**src/rtl/mole_pkg.sv**
```systemverilog
// Shared types and constants for the whack-a-mole datapath: FSM states,
// active-low seven-segment patterns and the round LFSR.
package mole_pkg;

  typedef enum logic [1:0] {IDLE, SHOW, GAP, DONE} state_t;

  // Active-low, bit order gfedcba.
  localparam logic [6:0] SEG_DIGIT [10] = '{
    7'b1000000, 7'b1111001, 7'b0100100, 7'b0110000, 7'b0011001,
    7'b0010010, 7'b0000010, 7'b1111000, 7'b0000000, 7'b0010000
  };
  localparam logic [6:0] SEG_DASH = 7'b0111111;

  // x^8+x^6+x^5+x^4+1 as taps on bits 7,5,4,3 of a left-shifting register.
  localparam logic [7:0] LFSR_TAPS = 8'hB8;

  function automatic logic [7:0] lfsr_step(input logic [7:0] v);
    return {v[6:0], ^(v & LFSR_TAPS)};
  endfunction

  function automatic logic [3:0] onehot4(input logic [1:0] idx);
    return 4'b0001 << idx;
  endfunction

endpackage

```
**src/rtl/seg7_decode.sv**
```systemverilog
// Binary digit to active-low gfedcba pattern; anything above 9 shows a dash.
module seg7_decode
  import mole_pkg::*;
(
  input  logic [3:0] value,
  output logic [6:0] seg
);

  always_comb begin
    seg = SEG_DASH;
    if (value < 4'd10) seg = SEG_DIGIT[value];
  end

endmodule

```
**src/rtl/mole_round_ctrl.sv**
```systemverilog
// One game of whack-a-mole: LFSR-picked mole per round, timed hit window,
// saturating decimal score shown in binary and on a seven-segment bus.
module mole_round_ctrl
  import mole_pkg::*;
#(
  parameter int         MOLE_TICKS = 50_000_000,
  parameter int         GAP_TICKS  = 12_500_000,
  parameter int         ROUNDS     = 20,
  parameter logic [7:0] LFSR_SEED  = 8'hA5
) (
  input  logic       clk,
  input  logic       reset,
  input  logic       start,
  input  logic [3:0] btn,
  output logic [3:0] mole_led,
  output logic [3:0] score_bin,
  output logic [6:0] score_seg,
  output logic       busy,
  output logic       game_over
);

  localparam int WIN_W = $clog2(MOLE_TICKS);
  localparam int GAP_W = (GAP_TICKS > 1) ? $clog2(GAP_TICKS) : 1;
  localparam int RND_W = $clog2(ROUNDS + 1);

  localparam logic [WIN_W-1:0] WIN_LAST = WIN_W'(MOLE_TICKS - 1);
  localparam logic [GAP_W-1:0] GAP_LAST = GAP_W'(GAP_TICKS - 1);
  localparam logic [RND_W-1:0] RND_END  = RND_W'(ROUNDS);

  state_t           state, state_nxt;
  logic [7:0]       lfsr, lfsr_nxt;
  logic [3:0]       btn_q;
  logic [3:0]       mole, mole_nxt;
  logic [3:0]       score, score_nxt;
  logic [WIN_W-1:0] win_cnt, win_nxt;
  logic [GAP_W-1:0] gap_cnt, gap_nxt;
  logic [RND_W-1:0] rnd_cnt, rnd_nxt;

  logic [3:0] press;
  logic       miss, hit;

  assign press = btn & ~btn_q;
  // A stray press disqualifies the round even if the lit button also went down.
  assign miss  = |(press & ~mole);
  assign hit   = |(press & mole) & ~miss;

  always_comb begin
    state_nxt = state;
    lfsr_nxt  = lfsr;
    mole_nxt  = mole;
    score_nxt = score;
    win_nxt   = win_cnt;
    gap_nxt   = gap_cnt;
    rnd_nxt   = rnd_cnt;
    case (state)
      IDLE, DONE: begin
        if (state == IDLE || start) lfsr_nxt = lfsr_step(lfsr);
        if (start) begin
          state_nxt = SHOW;
          score_nxt = '0;
          rnd_nxt   = '0;
          win_nxt   = '0;
          mole_nxt  = onehot4(lfsr_nxt[1:0]);
        end
      end
      SHOW: begin
        win_nxt = win_cnt + 1'b1;
        if (miss || hit || win_cnt == WIN_LAST) begin
          state_nxt = GAP;
          gap_nxt   = '0;
        end
        if (hit) score_nxt = (score >= 4'd9) ? 4'd9 : score + 4'd1;
      end
      GAP: begin
        gap_nxt = gap_cnt + 1'b1;
        if (gap_cnt == GAP_LAST) begin
          rnd_nxt = rnd_cnt + 1'b1;
          if (rnd_nxt == RND_END) begin
            state_nxt = DONE;
          end else begin
            state_nxt = SHOW;
            lfsr_nxt  = lfsr_step(lfsr);
            win_nxt   = '0;
            mole_nxt  = onehot4(lfsr_nxt[1:0]);
          end
        end
      end
      default: state_nxt = IDLE;
    endcase
  end

  always_ff @(posedge clk or posedge reset) begin
    if (reset) begin
      state   <= IDLE;
      lfsr    <= LFSR_SEED;
      btn_q   <= '0;
      mole    <= '0;
      score   <= '0;
      win_cnt <= '0;
      gap_cnt <= '0;
      rnd_cnt <= '0;
    end else begin
      state   <= state_nxt;
      lfsr    <= lfsr_nxt;
      btn_q   <= btn;
      mole    <= mole_nxt;
      score   <= score_nxt;
      win_cnt <= win_nxt;
      gap_cnt <= gap_nxt;
      rnd_cnt <= rnd_nxt;
    end
  end

  assign mole_led  = (state == SHOW) ? mole : 4'b0000;
  assign score_bin = score;
  assign busy      = (state == SHOW) || (state == GAP);
  assign game_over = (state == DONE);

  seg7_decode u_seg (
    .value (score),
    .seg   (score_seg)
  );

endmodule

```
**config.mk**
```make
export PLATFORM = sky130hd
export DESIGN_NAME = mole_round_ctrl
export DESIGN_NICKNAME = d
export VERILOG_FILES = /design/src/rtl/mole_pkg.sv /design/src/rtl/seg7_decode.sv /design/src/rtl/mole_round_ctrl.sv
export SDC_FILE = /design/constraint.sdc
export NUM_CORES = 1
export LEC_CHECK = 0
export ABC_AREA = 0
export CORE_MARGIN = 8
export CORE_UTILIZATION = 43
export DETAILED_ROUTE_END_ITERATION = 7
export SYNTH_ARGS = -nofsm -noshare
export SYNTH_HDL_FRONTEND = slang
export SYNTH_HIERARCHICAL = 1
export SYNTH_SLANG_ARGS = --single-unit
```
**constraint.sdc**
```tcl
create_clock -name clk -period 2.6 [get_ports clk]
set_clock_uncertainty 0.15 [all_clocks]
set_input_delay 0.52 -clock clk [delete_from_list [all_inputs] [get_ports clk]]
set_output_delay 0.52 -clock clk [all_outputs]
set_load 0.05 [all_outputs]
```
==> flow_summary.yaml <==
run_status:
  status: "finished, final reports clean"
pwr:
  power_frac_comb_pct: 51.0
  fin_total_pwr_mw: 5.52
  power_frac_seq_pct: 24.4
  p_per_area_nw_per_um2: 891
  p_clk_share_pct: 24.6
  peakVddDrop_v: 0.000792
  internal_power_mw: 3.23
  p_leak_nw: 2.55
  swShare_pct: 41.5
  switchingPower_mw: 2.29
routing:
  viasPerCell: 6.05
  antenna_left: 0
  via_count: 4432
  drcViolationCount: 0
  wl_mm: 12.4
  drt-initial-drc-count: 291
  first_pass_iters: 5
  wl_per_cell_um: 16.9
global_routing:
  grt_pass1_wl_mm: 21.0
  grt_pass1_vias: 4319
  grt_max_degree: 78
  antenna_found_initial: 0
  grtUsageTotal_pct: 17.3
  gr-total-overflow: 0
sta:
  rsz0062_at_grt: "true"
  fin_crit_ns: 2.58
  fin_ws_ns: 0.0224
  worst_pin_slew_ns: 0.565
  period_share_pct: 99.1
  hold_viol: 0
  relSlewSlack_pct: 62.0
  drv_slew: 0
  setup_tns_ns: 0
  setup_viol: 0
  timing.fmax_mhz: 388
worst_hold_path:
  hold_path_class: "flop to flop"
placed_design:
  placed_area_um2: 5710
  place.gp.congestion: 0.806
  place_hpwl_mm: 8.61
  port_buffers: 23
  place_ws_ns: -0.275
  dp_cells: 713
synth:
  ys.flop_type: "dfrtp_1"
  synth_warnings: 6
  synth_cells: 522
  synth.distinct_cells: 62
  syn-num-nets: 546
  syn_area_um2: 4840
  ys_seq_area_share_pct: 39.9
  async_flop_share_pct: 100
  syn_area_per_cell_um2: 9.28
  synth_edf_count: 0
  synth.ff_latch_count: 77
setup_path:
  cp-end-kind: "flop"
  critPathKind: "flop to flop"
  crit_path_max_fanout: 6
  cpPeakStageDelay_ns: 0.56
  start_kind: "flop"
  arrival_ns: 2.65
  timing.critical_path.cells: "ha_2, nand3_2, or4_4, o21a_4, or4_4, mux2_4"
  worst_path_most_repeated_cell: "or4_4"
  cpMaxStageDelayCell: "or4_4"
  r2r_slack_ns: 0.02
  crit_required_ns: 2.68
cells_and_area:
  final_nets: 612
  final_common_cell: "dfrtp_1"
  drive_above_1_share_pct: 25.3
  layout_common_cells: "dfrtp_1, buf_4, o31ai_1, nand2_1, o21ai_0"
  diodes: 0
  stdcell_area_um2: 6190
  final_cells: 732
  area_delta_synth_final_pct: 27.8
floorplanning:
  rows: 38
  core-area_um2: 10900
  die_x_um: 122
  boundaryPins: 24
  die-area_um2: 14900
  floorplan.initialDensity_pct: 44.3
  die_h_um: 122
clock_tree:
  cts-buffers-inserted: 9
  cts.sink_count: 77
  htree_levels: 3
  clockRootBuffer: "clkbuf_16"
  cts_tree: "done"
  cts.clk_slew.worst_paths_ns: 0.06
  clock_path_buffers: 2
  clk_latency_ns: 0.34
job:
  drv_cap: 0
-- sequential cells by signal, indices dropped and copies added (netlist names) --
signal / cells
win_cnt: 26
gap_cnt: 24
state: 2
mole: 4
rnd_cnt: 5
lfsr: 8
btn_q: 4
score_bin: 4
-- cell type report --
type | instances | area (µm²)
flip-flops and latches | 77 | 1930
multi-input cells | 396 | 2860
fillers | 958 | 4740
repair buffers | 86 | 836
clock buffers | 11 | 243
clock inverters | 4 | 72.6
inverters | 18 | 71.3
well taps | 140 | 175
-- per-stage QoR --
step / hold slack (ns) / utilization (%)
2_1_floorplan: 0.320 / -
3_3_place_gp: 0.334 / 52.2
3_5_place_dp: 0.334 / 52.2
4_1_cts: 0.350 / 55.3
5_1_grt: 0.368 / 56.6
6_report: 0.350 / 56.6
-- routing by layer --
metal  track usage, %  up-vias  routed length (µm)
met5                0        -                   0
met4             8.07        0                 284
met3             3.29       23                 578
met2             28.0      111                5860
met1             22.1     2166                5680
li1                 -     2132                   -
-- worst paths after layout --
kind                       startpoint         end  cells after the start
hold / removal                lfsr[6]     lfsr[6]                      1
setup / recovery           gap_cnt[1]     lfsr[4]                      6
min in group asynchronous       reset  gap_cnt[7]                      3
max in group asynchronous       reset     lfsr[0]                      3
hold reg to reg               lfsr[6]     lfsr[6]                      1
setup reg to reg           gap_cnt[1]     lfsr[4]                      6
-- synth_stat cells (2+ instances only) --
cell | n | area share (%)
dfrtp_1 | 73 | 38
o31ai_1 | 47 | 7.3
nand2_1 | 38 | 2.9
o21ai_0 | 32 | 3.3
clkbuf_1 | 25 | 1.9
or4_1 | 24 | 3.7
a21oi_1 | 23 | 2.4
nand3_1 | 23 | 2.4
nand4_1 | 19 | 2.5
nor2_1 | 19 | 1.5
ha_1 | 17 | 4.4
inv_1 | 17 | 1.3
and2_1 | 12 | 1.5
nand3b_1 | 11 | 1.7
nor2b_1 | 11 | 1.4
nor3_1 | 11 | 1.1
and4_1 | 8 | 1.4
nand2b_1 | 8 | 1.0
nor4_1 | 8 | 1.0
o221ai_1 | 8 | 1.4
nor3b_1 | 7 | 1.1
and3_1 | 6 | 0.77
mux2_2 | 6 | 1.4
mux2_4 | 6 | 1.9
o41ai_1 | 6 | 1.1
mux2i_1 | 5 | 1.0
dfstp_2 | 4 | 2.2
buf_6 | 3 | 0.70
xnor2_1 | 3 | 0.54
a211o_1 | 2 | 0.36
a211oi_1 | 2 | 0.31
buf_2 | 2 | 0.21
o211ai_1 | 2 | 0.31
o21a_1 | 2 | 0.31
o22ai_1 | 2 | 0.26
o31a_1 | 2 | 0.36
or4_4 | 2 | 0.46
or4b_2 | 2 | 0.41
-- power groups by stage --
stage | logic, mW | clock network (mW) | registers [mW]
global route | 3.05 | 1.43 | 1.36
finish | 2.82 | 1.36 | 1.35
global placement | 2.70 | 0 | 1.36
CTS | 2.75 | 1.39 | 1.35
detailed placement | 2.74 | 0 | 1.37
floorplan | 1.59 | 0 | 1.45
-- kinds of logic (layout without fill, tap and decap cells) --
| family | count (synthesis) | in the layout | share of synthesized area (%) |
|---|---|---|---|
| AND/OR/NAND/NOR | 219 | 219 | 27.0 |
| AO/OA/AOI/OAI | 140 | 140 | 19.6 |
| flip-flops | 77 | 77 | 39.9 |
| buffers and inverters | 49 | 119 | 4.31 |
| adder cells (fa/ha/maj) | 17 | 17 | 4.39 |
| multiplexers | 17 | 17 | 4.29 |
| XOR/XNOR | 3 | 3 | 0.542 |
-- what timing repair did --
action                                  in CTS  in global routing
hold buffers                                 0                  0
cloned                                       0                  1
pin swaps                                    1                 13
buffers inserted                             0                  3
gates resized for setup                      3                 30
endpoints found under the setup margin       8                 28
-- critical path, delay by kind of cell, from the launching register on --
family,cells,cell delay [ns]
adder cells (fa/ha/maj),1,0.19
multiplexers,1,0.33
AO/OA/AOI/OAI,1,0.26
AND/OR/NAND/NOR,3,1.17
flip-flops,1,0.35
(Power assumes the default switching activity.)
